File: config.mk
export PLATFORM = sky130hd
export DESIGN_NAME = v810_sysreg_ctx
export DESIGN_NICKNAME = d
export VERILOG_FILES = /design/src/rtl/v810_sysreg_ctx.sv
export SDC_FILE = /design/constraint.sdc
export NUM_CORES = 1
export LEC_CHECK = 0
export ABC_CLOCK_PERIOD_IN_PS = 2210
export CAP_MARGIN = 20
export CORE_ASPECT_RATIO = 0.7
export CORE_MARGIN = 2
export CORE_UTILIZATION = 29
export CTS_BUF_LIST = sky130_fd_sc_hd__clkbuf_8
export DETAILED_ROUTE_END_ITERATION = 7
export HOLD_SLACK_MARGIN = 0.15
export PLACE_DENSITY_LB_ADDON = 0.12
export SLEW_MARGIN = 40
export SYNTH_ARGS = -nofsm -noshare
export SYNTH_HDL_FRONTEND = slang
export SYNTH_SLANG_ARGS = --single-unit
File: constraint.sdc
create_clock -name i_clk -period 2.21 [get_ports i_clk]
set_clock_uncertainty 0.1 [all_clocks]
set_input_delay 0.442 -clock i_clk [delete_from_list [all_inputs] [get_ports i_clk]]
set_output_delay 0.442 -clock i_clk [all_outputs]
set_load 0.02 [all_outputs]
File: src/rtl/v810_sysreg_ctx.sv
// rtl/v810_sysreg_ctx.sv - V810 system register file with exception entry / RETI context engine.
// Optional ADTRE register and address-trap hit output under V810_SYSREG_ADTRE_EN.
module v810_sysreg_ctx #(
    parameter logic [31:0] PIR_VALUE  = 32'h0000_8100,
    parameter logic [31:0] TKCW_VALUE = 32'h0000_00E0,
    parameter logic [31:0] CHCW_MASK  = 32'h0000_0002
) (
    input  logic        i_clk,
    input  logic        i_resn,
    input  logic        i_ce,
    input  logic [4:0]  i_ra,
    output logic [31:0] o_rd,
    input  logic [4:0]  i_wa,
    input  logic [31:0] i_wd,
    input  logic        i_we,
    output logic [31:0] o_psw,
    input  logic        i_exc_req,
    input  logic        i_exc_int,
    input  logic [3:0]  i_exc_lvl,
    input  logic [15:0] i_exc_cc,
    input  logic [31:0] i_exc_pc,
    output logic        o_exc_ack,
    input  logic        i_reti_req,
    output logic        o_reti_ack,
    output logic [31:0] o_reti_pc,
`ifdef V810_SYSREG_ADTRE_EN
    input  logic [31:0] i_adtre_pc,
    output logic        o_adtre_hit,
`endif
    output logic        o_fatal
);

    localparam logic [4:0] SR_EIPC  = 5'd0;
    localparam logic [4:0] SR_EIPSW = 5'd1;
    localparam logic [4:0] SR_FEPC  = 5'd2;
    localparam logic [4:0] SR_FEPSW = 5'd3;
    localparam logic [4:0] SR_ECR   = 5'd4;
    localparam logic [4:0] SR_PSW   = 5'd5;
    localparam logic [4:0] SR_PIR   = 5'd6;
    localparam logic [4:0] SR_TKCW  = 5'd7;
    localparam logic [4:0] SR_CHCW  = 5'd24;
`ifdef V810_SYSREG_ADTRE_EN
    localparam logic [4:0] SR_ADTRE = 5'd25;
`endif

    localparam logic [31:0] PC_MASK  = 32'hFFFF_FFFE;
    localparam logic [31:0] PSW_MASK = 32'h000F_F3FF;

    localparam int PSW_ID = 12;
    localparam int PSW_AE = 13;
    localparam int PSW_EP = 14;
    localparam int PSW_NP = 15;

    typedef enum logic [2:0] {S_IDLE, S_SAVE, S_UPD, S_REST, S_HALT} state_t;

    state_t      r_state;
    state_t      w_state_nxt;
    logic [31:0] r_eipc;
    logic [31:0] r_eipsw;
    logic [31:0] r_fepc;
    logic [31:0] r_fepsw;
    logic [31:0] r_ecr;
    logic [31:0] r_psw;
    logic [31:0] r_chcw;
    logic [31:0] r_reti_pc;
    logic        r_fatal;
    logic        r_lat_int;
    logic [3:0]  r_lat_lvl;
    logic [15:0] r_lat_cc;
    logic [31:0] r_lat_pc;
    logic        r_lat_ep;
    logic [31:0] w_rd;
    logic [31:0] w_psw_upd;
    logic [31:0] w_reti_src;
    logic [4:0]  w_lvl_inc;
`ifdef V810_SYSREG_ADTRE_EN
    logic [31:0] r_adtre;
    logic        r_adtre_match_d;
    logic        w_adtre_match;
`endif

    always_ff @(posedge i_clk or negedge i_resn) begin
        if (!i_resn) begin
            r_state <= S_IDLE;
        end else if (i_ce) begin
            r_state <= w_state_nxt;
        end
    end

    always_comb begin
        w_state_nxt = r_state;
        o_exc_ack   = 1'b0;
        o_reti_ack  = 1'b0;
        case (r_state)
            S_IDLE: begin
                if (i_exc_req) begin
                    w_state_nxt = r_psw[PSW_NP] ? S_HALT : S_SAVE;
                end else if (i_reti_req) begin
                    w_state_nxt = S_REST;
                end
            end
            S_SAVE: w_state_nxt = S_UPD;
            S_UPD: begin
                w_state_nxt = S_IDLE;
                o_exc_ack   = i_ce;
            end
            S_REST: begin
                w_state_nxt = S_IDLE;
                o_reti_ack  = i_ce;
            end
            S_HALT:  w_state_nxt = S_HALT;
            default: w_state_nxt = S_IDLE;
        endcase
    end

    // Exception-level PSW update: the level chosen in SAVE decides EP vs NP.
    always_comb begin
        w_lvl_inc = {1'b0, r_lat_lvl} + 5'd1;
        w_psw_upd = r_psw;
        if (r_lat_ep) begin
            w_psw_upd[PSW_NP] = 1'b1;
        end else begin
            w_psw_upd[PSW_EP] = 1'b1;
        end
        w_psw_upd[PSW_ID] = 1'b1;
        w_psw_upd[PSW_AE] = 1'b0;
        if (r_lat_int) begin
            w_psw_upd[19:16] = w_lvl_inc[4] ? 4'hF : w_lvl_inc[3:0];
        end
    end

    assign w_reti_src = r_psw[PSW_NP] ? r_fepc : r_eipc;

    // LDSR is applied first so that FSM writes later in the block take priority.
    always_ff @(posedge i_clk or negedge i_resn) begin
        if (!i_resn) begin
            r_eipc    <= '0;
            r_eipsw   <= '0;
            r_fepc    <= '0;
            r_fepsw   <= '0;
            r_ecr     <= '0;
            r_psw     <= 32'h0000_8000;
            r_chcw    <= '0;
            r_reti_pc <= '0;
            r_fatal   <= 1'b0;
            r_lat_int <= 1'b0;
            r_lat_lvl <= '0;
            r_lat_cc  <= '0;
            r_lat_pc  <= '0;
            r_lat_ep  <= 1'b0;
        end else if (i_ce) begin
            if (i_we) begin
                case (i_wa)
                    SR_EIPC:  r_eipc  <= i_wd & PC_MASK;
                    SR_EIPSW: r_eipsw <= i_wd & PSW_MASK;
                    SR_FEPC:  r_fepc  <= i_wd & PC_MASK;
                    SR_FEPSW: r_fepsw <= i_wd & PSW_MASK;
                    SR_PSW:   r_psw   <= i_wd & PSW_MASK;
                    SR_CHCW:  r_chcw  <= i_wd & CHCW_MASK;
                    default: ;
                endcase
            end
            case (r_state)
                S_IDLE: begin
                    if (w_state_nxt == S_SAVE) begin
                        r_lat_int <= i_exc_int;
                        r_lat_lvl <= i_exc_lvl;
                        r_lat_cc  <= i_exc_cc;
                        r_lat_pc  <= i_exc_pc & PC_MASK;
                    end
                    if (w_state_nxt == S_HALT) begin
                        r_fatal <= 1'b1;
                    end
                end
                S_SAVE: begin
                    r_lat_ep <= r_psw[PSW_EP];
                    if (r_psw[PSW_EP]) begin
                        r_fepc        <= r_lat_pc;
                        r_fepsw       <= r_psw;
                        r_ecr[31:16]  <= r_lat_cc;
                    end else begin
                        r_eipc        <= r_lat_pc;
                        r_eipsw       <= r_psw;
                        r_ecr[15:0]   <= r_lat_cc;
                    end
                end
                S_UPD: r_psw <= w_psw_upd;
                S_REST: begin
                    r_psw     <= r_psw[PSW_NP] ? r_fepsw : r_eipsw;
                    r_reti_pc <= w_reti_src;
                end
                default: ;
            endcase
        end
    end

`ifdef V810_SYSREG_ADTRE_EN
    always_ff @(posedge i_clk or negedge i_resn) begin
        if (!i_resn) begin
            r_adtre         <= '0;
            r_adtre_match_d <= 1'b0;
        end else if (i_ce) begin
            if (i_we && (i_wa == SR_ADTRE)) begin
                r_adtre <= i_wd & PC_MASK;
            end
            r_adtre_match_d <= w_adtre_match;
        end
    end

    assign w_adtre_match = r_psw[PSW_AE] && (i_adtre_pc == r_adtre);
    assign o_adtre_hit   = w_adtre_match && !r_adtre_match_d;
`endif

    always_comb begin
        w_rd = '0;
        case (i_ra)
            SR_EIPC:  w_rd = r_eipc;
            SR_EIPSW: w_rd = r_eipsw;
            SR_FEPC:  w_rd = r_fepc;
            SR_FEPSW: w_rd = r_fepsw;
            SR_ECR:   w_rd = r_ecr;
            SR_PSW:   w_rd = r_psw;
            SR_PIR:   w_rd = PIR_VALUE;
            SR_TKCW:  w_rd = TKCW_VALUE;
            SR_CHCW:  w_rd = r_chcw;
`ifdef V810_SYSREG_ADTRE_EN
            SR_ADTRE: w_rd = r_adtre;
`endif
            default:  w_rd = '0;
        endcase
    end

    // RETI_PC is live in the ack cycle, then held in a register.
    assign o_rd      = w_rd;
    assign o_psw     = r_psw;
    assign o_fatal   = r_fatal;
    assign o_reti_pc = (r_state == S_REST) ? w_reti_src : r_reti_pc;

endmodule

==> results_dict.tcl <==
set metrics [dict create \
    holdCritPathClass "in -> async" \
    relSlewSlack_pct 62.4 \
    grt_pass1_vias 12800 \
    worst-endpoint-arrival_ps 2130 \
    rsz0062_at_grt "yes" \
    dieArea_mm2 0.0498 \
    synth_area_mm2 0.0139 \
    slowest_stage "dfstp_4" \
    cts.path.max_buffers 3 \
    setup_viol 71 \
    vias 12800 \
    antenna_found_initial 3 \
    syn_nets 1457 \
    reg2reg_depth 5 \
    wl_per_cell_um 24.4 \
    power_uw 24700 \
    placed_cell_area_mm2 0.0183 \
    path_common_cell "buf_6" \
    clkLatencyLatePin_ps 600 \
    end_kind "output pin" \
    dpl.hpwl_mm 40.3 \
    avgSynthCellArea_um2 10.3 \
    clock_sinks 282 \
    synth-warning-count 0 \
    n_fill_cell 4594 \
    dp_cells 2252 \
    drv_cap 0 \
    ys_types 60 \
    antenna_left 0 \
    path_max_fanout 8 \
    layout_common_cells "dfrtp_1 (280), nand2_1 (156), buf_4 (154)" \
    start_util_pct 29.2 \
    rows 67 \
    netlist_instances 1355 \
    syn2layout_area_growth_pct 48.3 \
    path_cells "buf_12 > mux2i_4 > buf_6 > a21oi_4 > buf_6" \
    power_frac_comb_pct 41.3 \
    layout_commonest_cell "dfrtp_1" \
    cts_buffers 48 \
    clockRootBuffer "clkbuf_8" \
    die_y_um 187 \
    die_w_um 266 \
    tightest_slew_ps 564 \
    sequentialPowerShare_pct 38.9 \
    rr_endpoint "o_psw[16]" \
    p_sw_share_pct 38.8 \
    critPathLaunch "o_psw[15]" \
    finalCritPeriodShare_pct 121 \
    post_layout_nonfiller_instances 2372 \
    drive_gt1_share_pct 37.3 \
    final_area_mm2 0.0206 \
    r2r-start "o_psw[15]" \
    vdd.ir_drop.worst_mv 0.582 \
    slew_violations 0 \
    cts_max_level 2 \
    grt_max_degree 70 \
    setup_ws_ps -466 \
    min_period_ps 2680 \
    status "complete, but fails checks" \
    ys_async_sr_fraction_pct 100 \
    track_usage_pct 23.1 \
    core-area_mm2 0.0476 \
    critPathMaxStageDelay_ps 750 \
    cp-endpoint "o_reti_pc[19]" \
    rrSetupSlack_ps -100 \
    fin_nets 1815 \
    portBuffers 198 \
    start_kind "register" \
    cts_tree "done" \
    vias_per_cell 5.39 \
    drt_iter0_drc 1076 \
    first_pass_iters 7 \
    yosys_most_used_dff "dfrtp_1" \
    cts.clk_slew.worst_paths_ps 60 \
    critical_path_class "reg -> out" \
    p_leak_uw 0.00930 \
    p_switching_uw 9580 \
    final_hold_viol_count 0 \
    clkPwrFrac_pct 19.8 \
    clock.fmax_ghz 0.374 \
    violations "setup timing" \
    powerDensity_mw_per_mm2 1200 \
    yosys_register_bits 282 \
    crit_required_ps 1670 \
    synth-edff-count 0 \
    grt_overflow 0 \
    routed_wl_mm 57.9 \
    post-route-drc-count 0 \
    synth_seq_area_share_pct 50.7 \
    ios 200 \
    finish.utilization_pct 43.4 \
    gp_congestion 0.882 \
    grt_pass1_wl_mm 85.7 \
    p_int_uw 15100 \
]
-- final cells by class --
class / count / area (um^2) / share of cell area [%]
Antenna cell: 1 / 2.50 / 0.0121
Clock buffer: 63 / 867 / 4.20
Clock inverter: 24 / 110 / 0.533
Inverter: 23 / 88.8 / 0.430
Multi-Input combinational cell: 932 / 7200 / 34.9
Sequential cell: 282 / 7060 / 34.2
Tap cell: 621 / 777 / 3.76
Timing Repair Buffer: 426 / 4540 / 22.0
-- state kept, by name (all words and copies together), names as in the netlist --
name and cells:
r_eipsw 32, o_psw 32, r_state 3, r_lat_pc 31
r_reti_pc 32, r_lat_ep 1, r_ecr 32, r_lat_lvl 4
r_chcw 1, r_lat_int 1, o_fatal 1, r_eipc 32
r_fepc 32, r_lat_cc 16, r_fepsw 32
-- power groups by stage --
stage               registers (uW)  clock network, uW  logic [uW]
floorplan                     8550                  0        5030
global placement              9310                  0        9110
detailed placement            9320                  0        9210
CTS                           9550               5030       10100
global route                  9820               5300       10900
finish                        9600               4880       10200
-- synth_stat cells (all sizes together), types with 23 or more instances --
library cell	count	share of area [%]
a21oi	52	1.9
a22o	29	1.8
a22oi	94	5.1
buf	72	2.6
clkbuf	46	1.2
dfrtp	281	51
inv	23	0.62
mux2	87	7.0
mux2i	61	4.4
nand2	159	4.3
nand3	55	2.0
nor2	85	2.3
nor3	41	1.5
o21ai	78	2.8
o221a	40	3.2
or3	25	1.1
-- worst min path at each step --
stage | start | end | slack (ps) | depth (start not counted)
after global placement | i_resn | r_reti_pc[28] | 270 | 1
final | i_resn | r_reti_pc[28] | 220 | 2
after CTS | i_resn | r_reti_pc[28] | 210 | 2
after global routing | i_resn | r_reti_pc[28] | 220 | 2
after floorplan | i_resn | o_fatal | 50 | 0
after detailed placement | i_resn | r_reti_pc[28] | 270 | 1
-- repair_timing --
| action | 4_1_cts | 5_1_grt |
|---|---|---|
| hold buffers | 1 | 0 |
| pin swaps | 80 | 28 |
| cloned | 6 | 3 |
| setup buffers | 32 | 14 |
| resized for setup | 542 | 57 |
| endpoints found under the setup margin | 99 | 86 |
| hold endpoints to repair | 281 | 0 |
-- worst max-delay path: cells and delay by family (launching register included) --
family,cells,cell delay [ps]
AO/OA/AOI/OAI,1,50
multiplexers,1,260
flip-flops,1,750
buffers and inverters,3,460
-- metal layers --
metal / up-vias / global-route usage, % / part of all wire, %
met3: 106 / 4.46 / 6.7
met1: 6390 / 32.7 / 45
met5: - / 1.54 / 0.20
met4: 4 / 8.32 / 3.4
li1: 5731 / - / -
met2: 543 / 34.8 / 44
-- metrics by stage --
stage / setup WS (ps) / hold slack [ps] / TNS [ps]
after global placement: -1190 / 269 / -136780
after global routing: -554 / 219 / -27750
after CTS: -545 / 205 / -24150
after floorplan: 3.90 / 46.4 / 0
final: -466 / 217 / -21010
after detailed placement: -1200 / 267 / -135530
-- kinds of logic (layout without fill, tap and decap cells) --
family,after synthesis,count (layout),share of synthesized area [%]
buffers and inverters,141,536,4.48
DFF,282,282,50.7
muxes,148,148,11.4
AOI/OAI and AO/OA,376,376,19.6
other,0,1,0
and+or+nand+nor,407,407,13.8
adders and majority gates,1,1,0.0899
No activity file was read; power rests on OpenSTA's default activity.
